`src/rtl/corr_window_accum.sv`:
```
// corr_window_accum
// Accumulates sum(g), sum(g^2) and sum(f*g) over NWIN consecutive pixel
// windows of a stereo pixel stream, then reads the windows out one beat at a
// time under a valid/ready handshake. Each beat is tagged with its disparity
// place (startplace + idx*STEP).
//
// Ports:
//   clk, rst_n      rising-edge clock, asynchronous active-low reset
//   start           one-cycle pulse: clear all windows and arm a new run
//   in_valid        sample qualifier for fdata/gdata
//   in_change       the sample opens the next window
//   fdata, gdata    left / right eye pixels (unsigned, DW bits)
//   startplace      place of window 0, sampled on an accepted rd_start
//   rd_start        request readout of all windows (honoured only when full)
//   out_ready       consumer ready
//   out_valid       result beat valid; out_* read 0 while low
//   out_gsum        sum(g) of window out_idx
//   out_g2sum       sum(g^2) of window out_idx
//   out_fg          sum(f*g) of window out_idx
//   out_place       startplace + out_idx*STEP, modulo 2^PLW
//   out_idx         window index of the beat
//   acc_done        all windows closed and results stable
//   sat_flag        sticky: some accumulator clamped (SAT=1) or wrapped (SAT=0)
module corr_window_accum #(
  parameter int NWIN = 4,
  parameter int DW   = 3,
  parameter int GW   = 11,
  parameter int PW   = 14,
  parameter int PLW  = 8,
  parameter int STEP = 16,
  parameter bit SAT  = 1'b0,
  localparam int IW  = (NWIN > 1) ? $clog2(NWIN) : 1
) (
  input  logic           clk,
  input  logic           rst_n,
  input  logic           start,
  input  logic           in_valid,
  input  logic           in_change,
  input  logic [DW-1:0]  fdata,
  input  logic [DW-1:0]  gdata,
  input  logic [PLW-1:0] startplace,
  input  logic           rd_start,
  input  logic           out_ready,
  output logic           out_valid,
  output logic [GW-1:0]  out_gsum,
  output logic [PW-1:0]  out_g2sum,
  output logic [PW-1:0]  out_fg,
  output logic [PLW-1:0] out_place,
  output logic [IW-1:0]  out_idx,
  output logic           acc_done,
  output logic           sat_flag
);

  typedef enum logic [2:0] {S_IDLE, S_ARMED, S_ACCUM, S_FULL, S_READ} state_t;

  state_t        state;
  logic [IW-1:0] win_idx;

  logic [GW-1:0] acc_g  [NWIN];
  logic [PW-1:0] acc_g2 [NWIN];
  logic [PW-1:0] acc_fg [NWIN];

  // Stage 1: registered sample plus its products and the action decided for it
  // (load = overwrite a freshly opened window, otherwise add to p_idx).
  logic            p_valid;
  logic            p_load;
  logic [IW-1:0]   p_idx;
  logic [DW-1:0]   p_g;
  logic [2*DW-1:0] p_g2;
  logic [2*DW-1:0] p_fg;

  logic [2*DW-1:0] g2_in;
  logic [2*DW-1:0] fg_in;

  assign g2_in = {{DW{1'b0}}, gdata} * {{DW{1'b0}}, gdata};
  assign fg_in = {{DW{1'b0}}, fdata} * {{DW{1'b0}}, gdata};

  // Stage 2 datapath: one extra bit on each sum exposes the carry-out.
  logic [GW:0]   g_sum;
  logic [PW:0]   g2_sum;
  logic [PW:0]   fg_sum;
  logic [GW-1:0] g_new;
  logic [PW-1:0] g2_new;
  logic [PW-1:0] fg_new;
  logic          ovf;
  logic [IW-1:0] rd_next;

  always_comb begin
    // NOTE: every signal written here gets a default first, so no path leaves one unassigned and infers a latch.
    g_sum   = (GW+1)'(p_g);
    g2_sum  = (PW+1)'(p_g2);
    fg_sum  = (PW+1)'(p_fg);
    rd_next = out_idx + 1'b1;
    if (!p_load) begin
      g_sum  = g_sum  + {1'b0, acc_g[p_idx]};
      g2_sum = g2_sum + {1'b0, acc_g2[p_idx]};
      fg_sum = fg_sum + {1'b0, acc_fg[p_idx]};
    end
    ovf    = g_sum[GW] | g2_sum[PW] | fg_sum[PW];
    g_new  = (SAT && g_sum[GW])  ? {GW{1'b1}} : g_sum[GW-1:0];
    g2_new = (SAT && g2_sum[PW]) ? {PW{1'b1}} : g2_sum[PW-1:0];
    fg_new = (SAT && fg_sum[PW]) ? {PW{1'b1}} : fg_sum[PW-1:0];
  end

  // In FULL no sample is ever captured, so the pipe is empty from entry on;
  // READ is only reachable from FULL.
  assign acc_done = (state == S_FULL || state == S_READ) && !p_valid;

  // NOTE: the window array is tiny and must read 0 after reset, so it sits under the async reset like any other flop.
  always_ff @(posedge clk or negedge rst_n) begin
    if (!rst_n) begin
      state     <= S_IDLE;
      win_idx   <= '0;
      p_valid   <= 1'b0;
      p_load    <= 1'b0;
      p_idx     <= '0;
      p_g       <= '0;
      p_g2      <= '0;
      p_fg      <= '0;
      sat_flag  <= 1'b0;
      out_valid <= 1'b0;
      out_gsum  <= '0;
      out_g2sum <= '0;
      out_fg    <= '0;
      out_place <= '0;
      out_idx   <= '0;
      for (int i = 0; i < NWIN; i++) begin
        acc_g[i]  <= '0;
        acc_g2[i] <= '0;
        acc_fg[i] <= '0;
      end
    end else if (start) begin
      // start wins over everything, including a sample arriving with it.
      state     <= S_ARMED;
      win_idx   <= '0;
      p_valid   <= 1'b0;
      sat_flag  <= 1'b0;
      out_valid <= 1'b0;
      out_gsum  <= '0;
      out_g2sum <= '0;
      out_fg    <= '0;
      out_place <= '0;
      out_idx   <= '0;
      for (int i = 0; i < NWIN; i++) begin
        acc_g[i]  <= '0;
        acc_g2[i] <= '0;
        acc_fg[i] <= '0;
      end
    end else begin
      // NOTE: all state updates use <=, so every read in this block sees the value from before the edge.
      if (p_valid) begin
        acc_g[p_idx]  <= g_new;
        acc_g2[p_idx] <= g2_new;
        acc_fg[p_idx] <= fg_new;
        if (ovf) sat_flag <= 1'b1;
      end

      // Sample data is captured every cycle; p_valid alone qualifies it.
      p_valid <= 1'b0;
      p_g     <= gdata;
      p_g2    <= g2_in;
      p_fg    <= fg_in;

      case (state)
        S_ARMED: begin
          if (in_valid && in_change) begin
            p_valid <= 1'b1;
            p_load  <= 1'b1;
            p_idx   <= '0;
            win_idx <= '0;
            state   <= S_ACCUM;
          end
        end
        S_ACCUM: begin
          if (in_valid) begin
            if (!in_change) begin
              p_valid <= 1'b1;
              p_load  <= 1'b0;
              p_idx   <= win_idx;
            end else if (win_idx == IW'(NWIN - 1)) begin
              // The change that would open window NWIN closes the run instead.
              state <= S_FULL;
            end else begin
              p_valid <= 1'b1;
              p_load  <= 1'b1;
              p_idx   <= win_idx + 1'b1;
              win_idx <= win_idx + 1'b1;
            end
          end
        end
        S_FULL: begin
          if (rd_start) begin
            out_valid <= 1'b1;
            out_idx   <= '0;
            out_place <= startplace;
            out_gsum  <= acc_g[0];
            out_g2sum <= acc_g2[0];
            out_fg    <= acc_fg[0];
            state     <= S_READ;
          end
        end
        S_READ: begin
          // out_valid is always 1 here; without out_ready every out_* holds.
          if (out_ready) begin
            if (out_idx == IW'(NWIN - 1)) begin
              out_valid <= 1'b0;
              out_idx   <= '0;
              out_place <= '0;
              out_gsum  <= '0;
              out_g2sum <= '0;
              out_fg    <= '0;
              state     <= S_FULL;
            end else begin
              out_idx   <= rd_next;
              out_place <= out_place + PLW'(STEP);
              out_gsum  <= acc_g[rd_next];
              out_g2sum <= acc_g2[rd_next];
              out_fg    <= acc_fg[rd_next];
            end
          end
        end
        default: ;
      endcase
    end
  end

endmodule

```
`config.mk`:
```
export PLATFORM = sky130hd
export DESIGN_NAME = corr_window_accum
export DESIGN_NICKNAME = d
export VERILOG_FILES = /design/src/rtl/corr_window_accum.sv
export SDC_FILE = /design/constraint.sdc
export NUM_CORES = 1
export LEC_CHECK = 0
export CORE_ASPECT_RATIO = 0.7
export CORE_MARGIN = 2
export CORE_UTILIZATION = 40
export DETAILED_ROUTE_END_ITERATION = 7
export GPL_ROUTABILITY_DRIVEN = 0
export PLACE_DENSITY_LB_ADDON = 0.25
export SYNTH_ARGS = -nofsm -noshare
export SYNTH_HDL_FRONTEND = slang
export SYNTH_SLANG_ARGS = --single-unit
```
`constraint.sdc`:
```
create_clock -name clk -period 3.66 [get_ports clk]
set_input_delay 0.366 -clock clk [delete_from_list [all_inputs] [get_ports clk]]
set_output_delay 0.366 -clock clk [all_outputs]
set_load 0.05 [all_outputs]
```
==> results by group, run 1 <==
Power
  – Total Power: 6.75 mW
  – PwrDens: 466 nW/µm²
  – P_leak: 6.01 nW
  – Worst VDD drop: 322 µV

Critical path
  – Worst-path fanout max: 20
  – Crit-path cells: mux4_2, ha_1, and3_1, a22oi_1, a21o_1, nor4_1, or3_1
  – R2R depth: 7
  – CP arrival: 3.74 ns
  – Register-to-register setup slack: 0.33 ns
  – Max stage delay on crit path: 0.83 ns
  – Startpoint Class: flop
  – Worst reg2reg startpoint: p_idx[1]$_DFFE_PN0P_
  – Worst path slowest cell: dfrtp_2
  – Reg2reg end: acc_fg[27]$_DFFE_PN0P_
  – Setup CP Type: flop to flop
  – WP data required: 4.06 ns
  – CP Capture Type: flop

Timing
  – Fin crit period: 3.33 ns
  – Endpoints failing setup: 0
  – Setup TNS: 0 ns
  – RSZ-0062 raised after global routing: false
  – Part of the cycle the worst path needs: 0.911
  – Rel. slew slack: 0.234
  – Final hold vios: 0
  – Fmax: 300 MHz
  – Clock Skew: 0.0140 ns
  – Pins Over Slew Limit: 0
  – Slew @ Worst Pin: 1.15 ns

Floorplan
  – Die W: 214 µm
  – Die height: 151 µm
  – Core area: 30200 µm²
  – Die ar.: 32300 µm²
  – # rows: 53
  – Starting Density: 0.409
  – IO Pins: 73

Clock tree
  – Clk_lat worst skew: 0.54 ns
  – H-tree lvl count: 1
  – Postcts setup bufs: 0
  – # resized after CTS: 0
  – Sinks on Clock Net: 229
  – Reg clk slew, reported paths: 0.06 ns
  – TritonCTS buffer count: 24
  – CTS tree: built
  – Root Buffer: clkbuf_16
  – Hold buffers post-CTS: 1
  – Max clock buf depth: 3

Yosys
  – Async set-reset flop share out of synthesis: 1.00
  – Top-count cell post-synth: dfrtp_1
  – Synthesis-stage register bit count: 229
  – Synth area leaders: dfrtp_1 46%, mux4_2 12%, o21ai_0 6.4%
  – Synth warn: 0
  – Post-synthesis adder-cell area fraction: 0.0308
  – Synth Area in XOR/XNOR: 0.0191
  – Sequential element share of the synthesized area: 0.464
  – Simple-gate share of the synthesized area: 0.120
  – Mapped Area: 12400 µm²
  – Proportion of synthesized area in mux cells: 0.164
  – Largest family of logic cells by synthesized area: compound AO/OA/AOI/OAI gates
  – Synth Instances: 1110
  – Area share of the leading cell type in the synthesized netlist: 0.464
  – Synth cell types: 64
  – Post-synthesis compound-gate area fraction: 0.169
  – Synthesized Nets: 1159
  – Synth area leader: dfrtp_1
  – Mean Syn Cell Area: 11.1 µm²
  – Top_reg_cell synth: dfrtp_1
  – EDFF count, synth: 0
  – Commonest cells in the netlist: 229 x dfrtp_1, 184 x nand2_1, 158 x o21ai_0

GRT
  – Largest net degree at the start of global routing: 85
  – Overall Global Routing Usage: 0.224
  – Vias in the first global route: 9247
  – First-pass GRT wire length: 56.1 mm
  – Antenna violations before repair: 0
  – GRT overflow: 0

Routing
  – Vias: 9475
  – Antenna-violating nets left: 0
  – Wirelength per Cell: 22.2 µm
  – Via-per-instance ratio: 5.94
  – DR pass1 iterations: 5
  – Final wirelength: 35.4 mm
  – Drt initial violations: 924
  – Number of remaining DRC errors: 0

Cells and area
  – # diodes: 0
  – P&R area growth vs syn: 17.1%
  – Layout net count: 1219
  – Layout fillers: 2734
  – Share of layout cells above drive strength 1: 0.156
  – Finished layout cell area: 14500 µm²
  – Post-layout util: 0.479

Hold path
  – Worst min path class: input pin to asynchronous set/reset pin

Run
  – Max cap viols: 0

Place
  – HPWL after detailed placement: 22.9 mm
  – Port Buffers: 72
  – Placed Area: 13700 µm²

Run status
  – Status: finished, final reports clean
## layer usage
layer  part of all wire  GRT usage  vias up
met5                  0          0        -
met4              0.018     0.0479        0
met3              0.063     0.0380       43
met2               0.44      0.343      305
met1               0.48      0.335     4856
li1                   -          -     4271
## power breakdown
part | internal [mW] | switching, mW
clock | 1.46 | 1.03
sequential | 2.63 | 0.136
combinational | 0.504 | 0.986
## final cells by class
type	instances	area (µm²)	share of cell area
Inverter	17	63.8	0.00441
Multi-Input combinational cell	787	6290	0.435
Tap cell	412	515	0.0356
Clock inverter	6	80.1	0.00554
Sequential cell	229	5730	0.396
Timing Repair Buffer	111	1080	0.0746
Clock buffer	34	699	0.0483
## critical path: cells and delay by family, from the launching register on
kind	cells	cell delay, ns
AND/OR/NAND/NOR	3	0.63
flip-flops	1	0.83
AO/OA/AOI/OAI	2	0.77
multiplexers	1	0.60
adder cells (fa/ha/maj)	1	0.37
## sequential cells by signal, summed over array words and instances, names as in the netlist, 3 cells and up
| register | count |
|---|---|
| out_gsum | 11 |
| p_fg | 6 |
| acc_g | 44 |
| out_place | 8 |
| acc_fg | 56 |
| out_g2sum | 14 |
| out_fg | 14 |
| acc_g2 | 56 |
| p_g | 3 |
| state | 3 |
| p_g2 | 4 |
## layout by cell type, fill, tap and decap left out, drive strengths merged, types with 14 or more instances in the layout
cell type and count:
a21oi 23, a22o 46, a22oi 41, and2 14, buf 40, clkbuf 34
clkdlybuf4s50 70, dfrtp 229, ha 24, inv 17, mux4 78, nand2 185
nor2 33, o21ai 163, xnor2 15
## worst max-delay path by stage
stage                              start                     end  slack [ns]  cells past startpoint
floorplan           p_idx[1]$_DFFE_PN0P_  acc_g2[41]$_DFFE_PN0P_        0.15                     11
global placement    p_idx[1]$_DFFE_PN0P_  acc_fg[33]$_DFFE_PN0P_        0.39                      7
detailed placement  p_idx[1]$_DFFE_PN0P_  acc_fg[33]$_DFFE_PN0P_        0.32                      7
CTS                 p_idx[1]$_DFFE_PN0P_  acc_fg[27]$_DFFE_PN0P_        0.30                      7
global route        p_idx[1]$_DFFE_PN0P_  acc_fg[33]$_DFFE_PN0P_        0.02                      7
finish              p_idx[1]$_DFFE_PN0P_  acc_fg[27]$_DFFE_PN0P_        0.33                      7
## cells by family (layout without fill, tap and decap cells)
| family | Yosys count | after routing |
|---|---|---|
| AO/OA/AOI/OAI | 328 | 328 |
| AND/OR/NAND/NOR | 305 | 305 |
| flip-flops | 229 | 229 |
| multiplexers | 99 | 99 |
| buffers and inverters | 94 | 168 |
| adder cells (fa/ha/maj) | 28 | 28 |
| XOR/XNOR | 27 | 27 |
## metrics by stage
step           cells  hold WS, ns  setup slack, ns
2_1_floorplan   1110       0.0704            0.155
6_report        1596        0.425            0.327
3_5_place_dp    1555        0.412            0.323
4_1_cts         1596        0.417            0.304
3_3_place_gp    1555        0.412            0.388
5_1_grt         1596        0.453           0.0160
Power figures use the tool's default switching activity.
==> run 2, diff against run 1 <==
--- a/config.mk
+++ b/config.mk
@@ -5,12 +5,13 @@
 export SDC_FILE = /design/constraint.sdc
 export NUM_CORES = 1
 export LEC_CHECK = 0
-export CORE_ASPECT_RATIO = 0.7
+export CORE_ASPECT_RATIO = 0.6
 export CORE_MARGIN = 2
 export CORE_UTILIZATION = 40
 export DETAILED_ROUTE_END_ITERATION = 7
 export GPL_ROUTABILITY_DRIVEN = 0
 export PLACE_DENSITY_LB_ADDON = 0.25
+export SKIP_LAST_GASP = 1
 export SYNTH_ARGS = -nofsm -noshare
 export SYNTH_HDL_FRONTEND = slang
 export SYNTH_SLANG_ARGS = --single-unit
==> results by group, run 2 (synthesis gave the netlist of run 1 again) <==
Run status
  – Status: finished, final reports clean

Critical path
  – Startpoint Class: flop
  – Worst-path fanout max: 9
  – Worst reg2reg startpoint: p_idx[1]$_DFFE_PN0P_
  – R2R depth: 8
  – Reg2reg end: acc_fg[27]$_DFFE_PN0P_
  – CP Capture Type: flop
  – Setup CP Type: flop to flop
  – WP data required: 4.08 ns
  – CP arrival: 3.54 ns
  – Register-to-register setup slack: 0.54 ns

Routing
  – Number of remaining DRC errors: 0
  – Final wirelength: 35.6 mm
  – Wirelength per Cell: 22.3 µm
  – Drt initial violations: 919
  – Vias: 9543
  – DR pass1 iterations: 5
  – Via-per-instance ratio: 5.97
  – Antenna-violating nets left: 0

Timing
  – Clock Skew: 0.0320 ns
  – Fmax: 320 MHz
  – Rel. slew slack: 0.367
  – Setup TNS: 0 ns
  – Final hold vios: 0
  – Pins Over Slew Limit: 0
  – Hold Slack: 0.380 ns
  – Slew @ Worst Pin: 0.950 ns
  – Fin crit period: 3.12 ns
  – RSZ-0062 raised after global routing: false
  – Part of the cycle the worst path needs: 0.853
  – Endpoints failing setup: 0
  – Setup WS post-layout: 0.536 ns

Cells and area
  – Commonest non-fill, non-tap cells in the layout: 226 x dfrtp_1, 184 x nand2_1, 158 x o21ai_0
  – P&R area growth vs syn: 16.5%
  – # diodes: 0
  – Biggest regs: acc_fg (56), acc_g2 (56), acc_g (44)
  – Leading cell type in the layout, fill and taps excluded: dfrtp_1
  – Share of layout cells above drive strength 1: 0.159
  – Layout net count: 1224
  – Finished layout cell area: 14400 µm²

GRT
  – First-pass GRT wire length: 56.2 mm
  – Antenna violations before repair: 0
  – Vias in the first global route: 9366
  – GRT overflow: 0
  – Overall Global Routing Usage: 0.224
  – Largest net degree at the start of global routing: 92

Power
  – PwrDens: 452 nW/µm²
  – P_leak: 5.98 nW
  – Worst VDD drop: 265 µV
  – Total Power: 6.50 mW

Clock tree
  – Postcts setup bufs: 0
  – Sinks on Clock Net: 229
  – TritonCTS buffer count: 23
  – Root Buffer: clkbuf_16
  – H-tree lvl count: 1
  – Max clock buf depth: 3
  – Clk_lat worst skew: 0.55 ns
  – Reg clk slew, reported paths: 0.07 ns
  – CTS tree: built

Place
  – HPWL after detailed placement: 23.0 mm
  – Port Buffers: 72
  – Placed Area: 13700 µm²
  – Dpl ws: 0.552 ns

Hold path
  – HP Start: start
  – Worst hold endpoint: sat_flag$_DFFE_PN0P_
  – WHS Path Cells: 2
  – Worst min path class: input pin to flop

Floorplan
  – Starting Density: 0.409
  – Die height: 140 µm
  – Core area: 30200 µm²
  – Die W: 231 µm
  – # rows: 49
  – IO Pins: 73
  – Die ar.: 32300 µm²

Run
  – Max cap viols: 0
-- run 2: how the worst max path moves through the flow --
stage | from | end | slack, ns | cells after the start
floorplan | p_idx[1]$_DFFE_PN0P_ | acc_g2[41]$_DFFE_PN0P_ | 0.15 | 11
global placement | p_idx[1]$_DFFE_PN0P_ | sat_flag$_DFFE_PN0P_ | 0.65 | 8
detailed placement | p_idx[1]$_DFFE_PN0P_ | sat_flag$_DFFE_PN0P_ | 0.55 | 8
CTS | p_idx[1]$_DFFE_PN0P_ | acc_fg[19]$_DFFE_PN0P_ | 0.56 | 8
global route | p_idx[1]$_DFFE_PN0P_ | sat_flag$_DFFE_PN0P_ | 0.31 | 8
finish | p_idx[1]$_DFFE_PN0P_ | acc_fg[27]$_DFFE_PN0P_ | 0.54 | 8
-- run 2: what timing repair did --
action / CTS / global route
resized for setup: 0 / 0
hold buffers: 1 / 0
hold endpoints to repair: 89 / 0
-- run 2: power by group --
group          total, mW  internal [mW]  switching (mW)  leakage, nW
clock               2.24           1.22            1.02        0.337
sequential          2.77           2.63           0.142         3.15
combinational       1.49          0.501           0.987         2.49
-- run 2: through the flow --
| stage | utilization | cells |
|---|---|---|
| 3_3_place_gp | 0.454 | 1557 |
| 6_report | 0.477 | 1598 |
| 2_1_floorplan | - | 1110 |
| 3_5_place_dp | 0.454 | 1557 |
| 5_1_grt | 0.477 | 1598 |
| 4_1_cts | 0.477 | 1598 |
-- run 2: metal layers --
layer  part of all wire  GRT usage  up-vias
met5                  0          0        -
met4              0.018     0.0435        0
met3              0.093     0.0637       52
met2               0.42      0.312      403
met1               0.47      0.345     4816
li1                   -          -     4272
-- run 2: critical path, cell delays in order, from the launching register on --
cell and delay [ns]:
dfrtp_2 0.47, buf_4 0.22, mux4_2 0.53, ha_1 0.35, and3_1 0.21, a22oi_1 0.39
a21o_1 0.37, nor4_1 0.09, or3_1 0.36
-- run 2: area by class of cell --
type / instances / area [µm²]
fill: 2766 / 15800
multi-input combinational: 787 / 6290
sequential: 229 / 5730
timing repair buffer: 117 / 1100
clock buffer: 33 / 643
tap: 408 / 510
inverter: 17 / 63.8
clock inverter: 7 / 41.3
==> run 3, diff against run 2 <==
--- a/config.mk
+++ b/config.mk
@@ -6,7 +6,7 @@
 export NUM_CORES = 1
 export LEC_CHECK = 0
 export CORE_ASPECT_RATIO = 0.6
-export CORE_MARGIN = 2
+export CORE_MARGIN = 4
 export CORE_UTILIZATION = 40
 export DETAILED_ROUTE_END_ITERATION = 7
 export GPL_ROUTABILITY_DRIVEN = 0
==> constraint.sdc (replaced) <==
create_clock -name clk -period 3.8 [get_ports clk]
set_input_delay 0.38 -clock clk [delete_from_list [all_inputs] [get_ports clk]]
set_output_delay 0.38 -clock clk [all_outputs]
set_load 0.05 [all_outputs]
==> results by group, run 3 (synthesis gave the netlist of run 1 again) <==
Floorplan
  – Die ar.: 33800 µm²
  – IO Pins: 73
  – Core area: 30200 µm²
  – Starting Density: 0.409
  – Die W: 235 µm
  – Die height: 144 µm
  – # rows: 49

Timing
  – RSZ-0062 raised after global routing: false
  – Clock Skew: 0.0115 ns
  – Part of the cycle the worst path needs: 0.879
  – Fin crit period: 3.34 ns
  – Pins Over Slew Limit: 0
  – Setup WS post-layout: 0.460 ns
  – Setup TNS: 0 ns
  – Endpoints failing setup: 0
  – Slew @ Worst Pin: 0.933 ns
  – Fmax: 299 MHz
  – Hold Slack: 0.459 ns
  – Final hold vios: 0
  – Rel. slew slack: 0.378

Critical path
  – Critical path buffers and inverters: 1
  – CP Capture Type: flop
  – Crit path max-delay family: compound AO/OA/AOI/OAI gates
  – Worst-path fanout max: 11
  – Crit-path cells: buf_4, mux4_2, ha_1, o21ai_0, o21ai_0, and3_1, nand3_1, a311oi_1
  – Max stage delay on crit path: 0.62 ns
  – Worst path slowest cell: dfrtp_2
  – WP data required: 4.24 ns
  – Startpoint Class: flop
  – Crit-path most repeated cell: o21ai_0
  – CP arrival: 3.78 ns
  – Setup CP Type: flop to flop
  – Register-to-register setup slack: 0.46 ns

Routing
  – DR pass1 iterations: 6
  – Via-per-instance ratio: 5.99
  – Number of remaining DRC errors: 0
  – Antenna-violating nets left: 0
  – Vias: 9584
  – Wirelength per Cell: 22.3 µm
  – Final wirelength: 35.7 mm
  – Drt initial violations: 1058

Clock tree
  – Clk_lat worst skew: 0.53 ns
  – Postcts setup bufs: 0
  – CTS tree: built
  – H-tree lvl count: 1
  – # resized after CTS: 0
  – Hold buffers post-CTS: 1
  – Root Buffer: clkbuf_16
  – Reg clk slew, reported paths: 0.07 ns
  – Max clock buf depth: 3
  – TritonCTS buffer count: 23
  – Sinks on Clock Net: 229

Power
  – Total Power: 6.55 mW
  – PwrDens: 452 nW/µm²
  – Worst VDD drop: 299 µV
  – Sequential power share: 0.408
  – Net Sw Frac: 0.321
  – Internal Power: 4.45 mW
  – Net Switching: 2.10 mW
  – Power share of the combinational group: 0.219
  – Clk pwr share: 0.373
  – P_leak: 6.04 nW

Hold path
  – Worst min path class: input pin to flop

Cells and area
  – P&R area growth vs syn: 17.5%
  – Layout net count: 1224
  – Commonest non-fill, non-tap cells in the layout: 226 x dfrtp_1, 184 x nand2_1, 158 x o21ai_0
  – Post-layout util: 0.481
  – # diodes: 0
  – Biggest regs: acc_fg (56), acc_g2 (56), acc_g (44)
  – Final std cells w/o fill: 1599
  – Layout fillers: 2737
  – Finished layout cell area: 14500 µm²
  – Leading cell type in the layout, fill and taps excluded: dfrtp_1
  – Share of layout cells above drive strength 1: 0.164

GRT
  – Overall Global Routing Usage: 0.210
  – Vias in the first global route: 9419
  – Largest net degree at the start of global routing: 99
  – Antenna violations before repair: 0
  – First-pass GRT wire length: 56.5 mm
  – GRT overflow: 0

Place
  – Placed insts: 1557
  – Placed Area: 13700 µm²
  – HPWL after detailed placement: 23.0 mm
  – Dpl ws: 0.479 ns
  – Port Buffers: 72

Run
  – Max cap viols: 0

Run status
  – Status: finished, final reports clean
-- run 3: power groups by stage --
stage / logic [mW] / clock network [mW] / registers, mW
3_3_place_gp: 1.42 / 0 / 2.71
3_5_place_dp: 1.44 / 0 / 2.71
6_report: 1.44 / 2.44 / 2.67
2_1_floorplan: 0.851 / 0 / 2.76
4_1_cts: 1.44 / 2.49 / 2.67
5_1_grt: 1.54 / 2.58 / 2.69
-- run 3: cell type report --
type                            count  area, µm²  share of cell area
Timing Repair Buffer              117       1110              0.0766
Clock inverter                     10        130             0.00897
Inverter                           17       63.8             0.00440
Multi-Input combinational cell    787       6290               0.434
Tap cell                          408        510              0.0352
Clock buffer                       31        666              0.0459
Sequential cell                   229       5730               0.395
-- run 3: per-layer routing --
layer	vias to the layer above	track usage	share of wire
met3	62	0.0593	0.087
met1	4870	0.313	0.47
li1	4279	-	-
met4	0	0.0475	0.022
met5	-	0	0
met2	373	0.305	0.42
-- run 3: worst paths after layout --
check	from	to	cells past startpoint
max reg2reg	p_idx[1]$_DFFE_PN0P_	sat_flag$_DFFE_PN0P_	8
min reg2reg	out_g2sum[1]$_DFFE_PN0P_	out_g2sum[1]$_DFFE_PN0P_	2
max	p_idx[1]$_DFFE_PN0P_	sat_flag$_DFFE_PN0P_	8
min	startplace[1]	out_place[1]$_DFFE_PN0P_	2
min in group asynchronous	rst_n	out_g2sum[0]$_DFFE_PN0P_	2
max in group asynchronous	rst_n	out_idx[0]$_DFFE_PN0P_	3
